[config.mk]
export PLATFORM = sky130hd
export DESIGN_NAME = led_pattern_gen
export DESIGN_NICKNAME = d
export VERILOG_FILES = /design/src/rtl/led_pattern_gen.sv
export SDC_FILE = /design/constraint.sdc
export NUM_CORES = 1
export LEC_CHECK = 0
export ABC_CLOCK_PERIOD_IN_PS = 2500
export BUFFER_PORTS_ARGS = -buffer_cell sky130_fd_sc_hd__buf_2
export CORE_UTILIZATION = 45
export CTS_CLUSTER_SIZE = 30
export DETAILED_ROUTE_END_ITERATION = 12
export HOLD_SLACK_MARGIN = 0.06
export SETUP_SLACK_MARGIN = 0.15
export SLEW_MARGIN = 20
export SYNTH_ARGS = -nofsm -noshare
export SYNTH_HDL_FRONTEND = slang
export SYNTH_SLANG_ARGS = --single-unit
[constraint.sdc]
create_clock -name clk -period 2.5 [get_ports clk]
set_clock_uncertainty 0.15 [all_clocks]
set_input_delay 0.625 -clock clk [delete_from_list [all_inputs] [get_ports clk]]
set_output_delay 0.625 -clock clk [all_outputs]
set_load 0.02 [all_outputs]
[src/rtl/led_pattern_gen.sv]
// led_pattern_gen: shared prescaler and PWM timebase driving N_CH LED channels.
// Each channel is independently OFF, ON, fixed-duty PWM or BREATHE (triangle
// brightness sweep), configured through a single-cycle write port.
module led_pattern_gen #(
  parameter int N_CH       = 4,
  parameter int PRESCALE_W = 16,
  parameter int PWM_W      = 8,
  parameter int CH_W       = 2
) (
  input  logic                  clk,
  input  logic                  reset_n,
  input  logic [PRESCALE_W-1:0] prescale,
  input  logic                  cfg_we,
  input  logic [CH_W-1:0]       cfg_ch,
  input  logic [1:0]            cfg_mode,
  input  logic [PWM_W-1:0]      cfg_duty,
  output logic                  cfg_err,
  output logic                  tick,
  output logic                  frame,
  output logic [N_CH-1:0]       led_out
);

  typedef enum logic [1:0] {
    MODE_OFF     = 2'b00,
    MODE_ON      = 2'b01,
    MODE_PWM     = 2'b10,
    MODE_BREATHE = 2'b11
  } mode_e;

  typedef enum logic {
    DIR_UP   = 1'b0,
    DIR_DOWN = 1'b1
  } dir_e;

  // One extra bit so N_CH itself is representable when N_CH == 2^CH_W.
  localparam int                  CH_CMP_W = CH_W + 1;
  localparam logic [CH_CMP_W-1:0] LP_N_CH  = CH_CMP_W'(N_CH);
  localparam logic [PWM_W-1:0]    LP_MAX   = '1;

  logic [PRESCALE_W-1:0] r_pcnt;
  logic                  r_tick;
  logic                  r_frame;
  logic                  r_err;
  logic [PWM_W-1:0]      r_base;
  logic [N_CH-1:0]       r_led;

  mode_e                 r_mode   [N_CH];
  logic [PWM_W-1:0]      r_duty   [N_CH];
  logic [PWM_W-1:0]      r_bright [N_CH];
  dir_e                  r_dir    [N_CH];

  logic                  w_ptick;
  logic                  w_wrap;
  logic                  w_cfg_ok;
  logic [N_CH-1:0]       w_wr_sel;
  logic [N_CH-1:0]       w_level;
  logic [PWM_W-1:0]      w_bright_nxt [N_CH];
  dir_e                  w_dir_nxt    [N_CH];

  // Prescaler compare is >= so lowering prescale below the count wraps at once.
  assign w_ptick  = (r_pcnt >= prescale);
  // Frame wrap: the cycle in which base advances from its maximum back to 0.
  assign w_wrap   = r_tick && (r_base == LP_MAX);
  assign w_cfg_ok = ({1'b0, cfg_ch} < LP_N_CH);

  // Prescaler: count up, reload to 0 and pulse tick when the count reaches prescale.
  always_ff @(posedge clk or negedge reset_n) begin
    // NOTE: sequential state uses non-blocking assignments so every flop samples
    // pre-edge values regardless of block ordering.
    if (!reset_n) begin
      r_pcnt <= '0;
      r_tick <= 1'b0;
    end else if (w_ptick) begin
      r_pcnt <= '0;
      r_tick <= 1'b1;
    end else begin
      r_pcnt <= r_pcnt + PRESCALE_W'(1);
      r_tick <= 1'b0;
    end
  end

  // PWM timebase: advance once per tick; frame marks the cycle base is back at 0.
  always_ff @(posedge clk or negedge reset_n) begin
    if (!reset_n) begin
      r_base  <= '0;
      r_frame <= 1'b0;
    end else begin
      if (r_tick) r_base <= r_base + PWM_W'(1);
      r_frame <= w_wrap;
    end
  end

  // Decode the write strobe into a one-hot per-channel select.
  always_comb begin
    // NOTE: every always_comb output gets a default first so no path can infer a latch.
    w_wr_sel = '0;
    for (int i = 0; i < N_CH; i++) begin
      w_wr_sel[i] = cfg_we && w_cfg_ok && (cfg_ch == CH_W'(i));
    end
  end

  // Next triangle step per channel: bounce at max and at zero.
  always_comb begin
    for (int i = 0; i < N_CH; i++) begin
      w_bright_nxt[i] = r_bright[i];
      w_dir_nxt[i]    = r_dir[i];
      if (r_dir[i] == DIR_UP) begin
        if (r_bright[i] == LP_MAX) begin
          w_dir_nxt[i]    = DIR_DOWN;
          w_bright_nxt[i] = LP_MAX - PWM_W'(1);
        end else begin
          w_bright_nxt[i] = r_bright[i] + PWM_W'(1);
        end
      end else begin
        if (r_bright[i] == '0) begin
          w_dir_nxt[i]    = DIR_UP;
          w_bright_nxt[i] = PWM_W'(1);
        end else begin
          w_bright_nxt[i] = r_bright[i] - PWM_W'(1);
        end
      end
    end
  end

  // Channel state: a write to a channel overrides that channel's breathe step.
  always_ff @(posedge clk or negedge reset_n) begin
    // NOTE: the per-channel arrays are plain flops, not RAM, so they are reset
    // like any other register.
    if (!reset_n) begin
      for (int i = 0; i < N_CH; i++) begin
        r_mode[i]   <= MODE_OFF;
        r_duty[i]   <= '0;
        r_bright[i] <= '0;
        r_dir[i]    <= DIR_UP;
      end
    end else begin
      for (int i = 0; i < N_CH; i++) begin
        if (w_wr_sel[i]) begin
          r_mode[i] <= mode_e'(cfg_mode);
          r_duty[i] <= cfg_duty;
          if (mode_e'(cfg_mode) == MODE_BREATHE) begin
            r_bright[i] <= '0;
            r_dir[i]    <= DIR_UP;
          end
        end else if (w_wrap && (r_mode[i] == MODE_BREATHE)) begin
          r_bright[i] <= w_bright_nxt[i];
          r_dir[i]    <= w_dir_nxt[i];
        end
      end
    end
  end

  // Per-channel level from mode, duty/brightness and the shared base.
  always_comb begin
    w_level = '0;
    for (int i = 0; i < N_CH; i++) begin
      case (r_mode[i])
        MODE_OFF:     w_level[i] = 1'b0;
        MODE_ON:      w_level[i] = 1'b1;
        MODE_PWM:     w_level[i] = (r_base < r_duty[i]);
        MODE_BREATHE: w_level[i] = (r_base < r_bright[i]);
        default:      w_level[i] = 1'b0;
      endcase
    end
  end

  // Register LED drive and the bad-address flag.
  always_ff @(posedge clk or negedge reset_n) begin
    if (!reset_n) begin
      r_led <= '0;
      r_err <= 1'b0;
    end else begin
      r_led <= w_level;
      r_err <= cfg_we && !w_cfg_ok;
    end
  end

  assign tick    = r_tick;
  assign frame   = r_frame;
  assign cfg_err = r_err;
  assign led_out = r_led;

endmodule
* Word level (Yosys, flattened, before mapping) *
Index checks and enable logic that the tools add are counted.

word-level totals
  word-level logic and storage cells = 139
  bits in registers = 106
  input port bits = 31
  output and inout port bits = 7

cells by class
  add/subtract/negate cells = 10
  eq/ne operators = 25
  mux-type cells = 48
  reductions and logical operators = 26
  magnitude comparators = 9

operator list
  cell                   number
  $mux 8                 21
  $lt 8x8->1             8
  $add 8x1->8 const B    5
  $eq 8x8->1 const B     5
  $logic_not 8->1        4
  $sub 8x1->8 const B    4
  $eq 2x2->1 const B     11
  $mux 1                 22
  $add 16x1->16 const B  1
  $ge 16x16->1           1
  $mux 16                1
  $pmux 1 s4             4
  $eq 2x1->1 const B     5
  $logic_not 2->1        5
  $logic_and 1x1->1      9
  $ne 2x1->1 const B     4
  $reduce_and 2->1       4
  $reduce_bool 2->1      4

* Longest topological paths before layout *
Gate-level depths: netlist (run 1).

  depth after elaboration = 5
  mapped depth = 9
  depth with buffers taken out = 8

* Least setup slack after synthesis (run 1) *
OpenSTA, ideal clock, no wires.

  path type = input -> register
  start = in prescale[9]
  end = reg r_pcnt[10]
  data required time = 2.218 ns
  setup time = 0.132 ns
  path buffers = 1
  stages on the path = 9
  data arrival time = 2.308 ns
  path slack = -0.089 ns
  cells stage by stage = inv_1 -> ha_1 -> a21oi_1 -> o21ai_0 -> a211o_1 -> a21oi_1 -> o311ai_1 -> clkbuf_1 -> nor2_1

on the way
  cells in the longest elaborated chain, start to end = 2

RTL lines
  what                    RTL line  text
  start: declaration      12        input logic [PRESCALE_W-1:0] prescale,
  $ge 16x16->1            61        assign w_ptick = (r_pcnt >= prescale);
  named net w_ptick       52        logic w_ptick;
  $mux 16                 73        end else if (w_ptick) begin
  end signal: assignment  77        r_pcnt <= r_pcnt + PRESCALE_W'(1);
  end: declaration        40        logic [PRESCALE_W-1:0] r_pcnt;

The timed path passes the listed nets, and every way through them passes these cells.
A chain may end at the register's enable or synchronous reset.

* Final worst setup path (run 1) *
  start = reg r_bright[20] (netlist bit)
  end = reg r_bright[20] (netlist bit)

on the way
  cells in the longest elaborated chain, start to end = 5
  elaborated cells on any way between the ends = 9
  classes of those cells = add/sub (2); eq/ne (1); mux (5); reduce/logical (1)

RTL lines
  what                                       RTL line  text
  start: declaration                         49        logic [PWM_W-1:0] r_bright [N_CH];
  start signal: indexed assignment           146       r_bright[i] <= w_bright_nxt[i];
  $add 8x1->8, or another cell as far along  112       w_bright_nxt[i] = r_bright[i] + PWM_W'(1);
  $mux 8, on equally long branches           108, 115
  $mux 8 *                                   107       if (r_dir[i] == DIR_UP) begin
  $mux 8 *                                   145       end else if (w_wrap && (r_mode[i] == MODE_BREATHE)) begin
  $mux 8 *                                   138       if (w_wr_sel[i]) begin

Every way passes the cells marked *; elsewhere a longest branch is shown, timed or not. The select of a mux whose other input is x is not followed.

==> results of run 1 <==
[worst paths after layout]
check	start	slack (ps)	end	cells after the start
max in group asynchronous	reset_n	1090	r_bright[11]$_DFFE_PN0P_	3
setup reg to reg	r_bright[20]$_DFFE_PN0P_	210	r_bright[20]$_DFFE_PN0P_	6
min in group asynchronous	reset_n	580	r_dir[0]$_DFFE_PN0P_	2
setup / recovery	r_bright[20]$_DFFE_PN0P_	210	r_bright[20]$_DFFE_PN0P_	6
hold / removal	r_duty[16]$_DFFE_PN0P_	340	r_duty[16]$_DFFE_PN0P_	2
hold reg to reg	r_duty[16]$_DFFE_PN0P_	340	r_duty[16]$_DFFE_PN0P_	2
[power groups by stage]
stage / Sequential, mW / Clock [mW] / Combinational (mW)
global placement: 2.10 / 0 / 0.755
global route: 2.10 / 1.58 / 0.915
CTS: 2.08 / 1.51 / 0.799
finish: 2.08 / 1.46 / 0.799
floorplan: 2.08 / 0 / 0.534
detailed placement: 2.11 / 0 / 0.793
[logic make-up (layout without fill, tap and decap cells)]
family                   count (synthesis)  count (layout)
XOR/XNOR                                41              41
multiplexers                            17              17
other                                    1               1
AO/OA/AOI/OAI                          204             204
AND/OR/NAND/NOR                        246             247
flip-flops                             106             106
buffers and inverters                  113             177
adder cells (fa/ha/maj)                 86              86
[metal layers]
layer,up-vias,wire [um]
met5,-,0
met4,0,232
met3,19,618
met2,139,8800
met1,2939,8060
li1,2999,-
[sequential cells by signal (all words and copies together), names as in the netlist]
register	count
r_mode	8
r_duty	32
led_out	4
r_pcnt	16
tick	1
r_bright	32
r_dir	4
r_base	8
frame	1
[cells in the final DEF (no fill, tap or decap), drive strengths merged, types with 6 or more instances in the layout]
cell	Yosys	layout
a211oi	16	16
a21o	19	19
a21oi	44	44
a31oi	13	13
and3	11	11
buf	5	72
clkbuf	20	12
dfrtp	106	106
ha	86	86
inv	87	87
mux2	15	15
nand2	90	90
nand2b	11	11
nand3	29	30
nand4	16	16
nor2	41	41
nor3	15	15
nor4	7	7
o21a	6	6
o21ai	71	71
or4	7	7
xnor2	28	28
xor2	13	13
[critical path, delay by kind of cell (launching register included)]
family | cells | cell delay [ps]
DFF | 1 | 450
and+or+nand+nor | 3 | 1220
AOI/OAI and AO/OA | 3 | 340
[final cells by class]
type | count | area share
clock buffers | 12 | 0.0312
multi-input cells | 596 | 0.507
repair buffers | 73 | 0.0608
well taps | 211 | 0.0321
clock inverters | 4 | 0.00608
flip-flops and latches | 106 | 0.323
inverters | 88 | 0.0401
[what timing repair did]
action | CTS | global route
setup endpoints to repair | 3 | 36
hold buffers | 1 | 0
gates resized for setup | 1 | 7
setup buffers | 0 | 6
cloned | 0 | 1
hold endpoints to repair | 20 | 0
pin swaps | 1 | 3
==> impl_metrics.yaml, run 1 <==
run_status:
  outcome: "finished clean"
pwr:
  p_clk_frac: 0.337
  p_sw_mw: 1.24
  power_frac_comb: 0.184
  p_leak_nw: 3.97
  p_int_mw: 3.10
  pwr-share-seq: 0.478
  finalPower_mw: 4.34
  pwr_density_cell_nw_per_um2: 527
  swShare: 0.285
  ir_drop_v: 0.000344
place:
  port_buffers: 36
  post-place-ws_ps: -136
  numPlacedInstances: 1066
  placedInstanceArea_um2: 7820
  place_congestion: 0.908
  hpwl_um: 12800
yosys:
  syn_area_per_cell_um2: 8.86
  synth.cells.most_frequent: "106 x dfrtp_1, 90 x nand2_1, 87 x inv_1"
  syn_inst: 814
  yosysWarnings: 0
  post_synth_and_or_nand_nor_area_fraction: 0.167
  synth_edf_count: 0
  yosysTopAreaCell: "dfrtp_1"
  yosys_most_used_dff: "dfrtp_1"
  synth_compound_area_frac: 0.177
  synth_most_common_cell: "dfrtp_1"
  synth.distinct_cells: 60
  synth_area_leaders: "dfrtp_1 37%, ha_1 15%, o21ai_0 4.9%"
  synth_nets: 931
  synth-xor-area-share: 0.0498
  synth-seq-area-share: 0.368
  syn_area_um2: 7210
  synth_top_area_frac: 0.368
  synthArstFlopShare: 1.00
  synth.area.mux_share: 0.0262
  synth-seq-cells: 106
  synth_adder_area_share: 0.149
  synth_top_family_by_area: "compound AO/OA/AOI/OAI gates"
finish:
  layout-drive-gt1-share: 0.134
  nNetsFinal: 991
  fillers: 1466
  n_antenna_cell: 0
  fin_area_um2: 8230
  area_growth_pct: 14.1
  multi_input_area_um2: 4170
  fin_util: 0.533
  seqCellArea_um2: 2660
  layout.cells.non_filler: 1090
global_routing:
  antenna_found_initial: 0
  grt_pass1_vias: 5898
  grtUsageMet3: 0.0378
  grt_use_met2: 0.388
  grt_overflow: 0
  grt_pass1_wl_um: 29700
  top_usage_layer: "met2"
  met1_usage: 0.305
  grt_max_degree: 38
  gr-usage-all-layers: 0.230
clock_network:
  clock_tree.root_cell: "clkbuf_16"
  cts_buffer_depth: 2
  clk_pin_slew_ps: 70
  cts_sinks: 106
  clk_latency_ps: 360
  htreeDepth: 3
  cts_tree: "done"
  cts-buffers-inserted: 9
worst_setup_path:
  arrival_ps: 2360
  worst_path_most_repeated_cell: "a21oi_1"
  critPathRequiredTime_ps: 2570
  cp_max_fo: 6
  worstSetupEndpointType: "flip-flop"
  crit_path_max_incr_delay_ps: 540
  slowest_stage: "or4_1"
  critPathLaunchType: "flip-flop"
  crit_type: "flip-flop to flip-flop"
  crit_chain: "or4_1, or4_4, nand3_4, a21oi_1, a21oi_1, o21ai_0"
timing:
  hold_violations: 0
  finalCritPeriodShare: 0.917
  tightest_slew_ps: 845
  drv_slew: 0
  fmax_mhz: 436
  rsz0062_at_grt: "false"
  timing.hold.ws_ps: 339
  finalWorstSetupSlack_ps: 207
  maxSlewHeadroom: 0.434
  tns_ps: 0
  finalCriticalPeriod_ps: 2290
  setup_violations: 0
routing:
  vias: 6096
  detail-route-antenna-nets: 0
  routedWlPerCell_um: 16.2
  dr.pass1.iters: 4
  drc: 0
  vias_per_cell: 5.59
  dr.first_iter.drc_count: 443
  wl_um: 17700
min_path:
  hp-class: "flip-flop to flip-flop"
floorplan:
  coreArea_um2: 15400
  die_width_um: 129
  start_util: 0.467
  die_h_um: 129
  dieArea_um2: 16500
  pin_count: 38
  num_rows: 45
flow_run:
  max_cap_viol_count: 0
No activity file was read; power rests on OpenSTA's default activity.
==> run 2, diff against run 1 <==
ABC_CLOCK_PERIOD_IN_PS = 2300   (was 2500)
MAX_ROUTING_LAYER = met4   (was not set)
clock period = 2.3 ns   (was 2.5 ns; I/O delays follow)
==> impl_metrics.yaml, run 2 (synthesis results as in run 1) <==
run_status:
  outcome: "finished clean"
timing:
  fmax_mhz: 453
  finalWorstSetupSlack_ps: 94.9
  finalCriticalPeriod_ps: 2210
  setup_violations: 0
  tightest_slew_ps: 597
  rsz0062_at_grt: "true"
  maxSlewHeadroom: 0.600
  finalCritPeriodShare: 0.959
  hold_violations: 0
  drv_slew: 0
  tns_ps: 0
routing:
  dr.pass1.iters: 4
  detail-route-antenna-nets: 0
  routedWlPerCell_um: 15.9
  top_layer_used: "met4"
  wl_met2_um: 8560
  drc: 0
  wl_met1_um: 8410
  routed-wl-met3_um: 505
  vias: 6160
  wl_um: 17700
  dr.first_iter.drc_count: 335
  vias_per_cell: 5.52
clock_network:
  cts_sinks: 106
  clk_pin_slew_ps: 70
  clk_latency_ps: 350
  cts_buffer_depth: 2
  cts_tree: "done"
  htreeDepth: 3
  cts-buffers-inserted: 9
  clock_tree.root_cell: "clkbuf_16"
worst_setup_path:
  cp_max_fo: 5
  arrival_ps: 2300
  slowest_stage: "or4_4"
  crit_chain: "or4_4, or4b_4, nand3_4, a21o_4, o21bai_4, a21o_1"
  crit_path_max_incr_delay_ps: 550
  crit_type: "flip-flop to flip-flop"
  critPathRequiredTime_ps: 2390
  worstSetupEndpointType: "flip-flop"
  critPathLaunchType: "flip-flop"
  startpoint: "r_bright[12]$_DFFE_PN0P_"
  r2r-start: "r_bright[12]$_DFFE_PN0P_"
finish:
  fin_util: 0.554
  layout-drive-gt1-share: 0.194
  layout.cells.non_filler: 1115
  reg.largest.list: "r_bright: 32 flops, r_duty: 32 flops, r_pcnt: 16 flops"
  area_growth_pct: 18.5
  n_antenna_cell: 0
  nNetsFinal: 1016
  layout_commonest_cell: "dfrtp_1"
  final_cell_mix: "100 x dfrtp_1, 88 x nand2_1, 83 x inv_1"
  fillers: 1463
floorplan:
  coreArea_um2: 15400
  num_rows: 45
  dieArea_um2: 16500
  pin_count: 38
  start_util: 0.467
  die_width_um: 129
  die_h_um: 129
place:
  hpwl_um: 13100
  place_congestion: 0.825
  numPlacedInstances: 1083
  port_buffers: 36
  post-place-ws_ps: -226
pwr:
  ir_drop_v: 0.000512
  finalPower_mw: 4.66
  pwr_density_cell_nw_per_um2: 546
  p_leak_nw: 4.09
global_routing:
  antenna_found_initial: 0
  grt_pass1_vias: 6047
  grt_overflow: 0
  gr-usage-all-layers: 0.237
  grt_pass1_wl_um: 30000
  grt_max_degree: 31
flow_run:
  max_cap_viol_count: 0
min_path:
  worstHoldStart: "cfg_duty[0]"
  hp-class: "primary input to flip-flop"
-- run 2: area by class of cell --
class / count / area, um^2 / share of cell area
Multi-Input combinational cell: 596 / 4320 / 0.505
Clock inverter: 6 / 50.0 / 0.00586
Inverter: 88 / 330 / 0.0387
Sequential cell: 106 / 2660 / 0.311
Tap cell: 211 / 264 / 0.0309
Timing Repair Buffer: 98 / 692 / 0.0810
Clock buffer: 10 / 229 / 0.0268
-- run 2: worst max-delay path, delay by kind of cell (launching register included) --
family	cells	cell delay, ps
AO/OA/AOI/OAI	3	340
flip-flops	1	380
AND/OR/NAND/NOR	3	1220
-- run 2: worst paths after layout --
| check | slack, ps | cells after the start | end |
|---|---|---|---|
| worst max-delay path | 90 | 6 | r_bright[10]$_DFFE_PN0P_ |
| worst min register to register | 330 | 2 | r_duty[8]$_DFFE_PN0P_ |
| max in group asynchronous | 860 | 3 | r_pcnt[11]$_DFF_PN0_ |
| worst min-delay path | 330 | 3 | r_duty[8]$_DFFE_PN0P_ |
| worst max register to register | 90 | 6 | r_bright[10]$_DFFE_PN0P_ |
| min in group asynchronous | 550 | 2 | r_bright[25]$_DFFE_PN0P_ |
-- run 2: timing repair --
action / 4_1_cts / 5_1_grt
endpoints found under the hold margin: 23 / 0
hold buffers: 1 / 0
gates resized for setup: 13 / 28
setup buffers: 2 / 12
setup endpoints to repair: 35 / 36
gates cloned: 1 / 0
pin swaps: 7 / 4
-- run 2: per-stage QoR --
stage / hold slack, ps / cell area (um^2)
floorplan: 129 / 7290
global placement: 312 / 7990
detailed placement: 313 / 7990
CTS: 310 / 8350
global route: 324 / 8540
finish: 330 / 8540
-- run 2: metal layers --
metal	track usage	vias to the layer above
li1	-	3050
met1	0.307	2990
met2	0.388	100
met3	0.0416	20
met4	0.0471	0
met5	-	-
-- run 2: power breakdown --
| part | internal (mW) | switching (mW) | total [mW] |
|---|---|---|---|
| registers | 2.08 | 0.173 | 2.25 |
| clock network | 0.751 | 0.729 | 1.48 |
| logic | 0.425 | 0.504 | 0.929 |
| total | 3.26 | 1.41 | 4.66 |
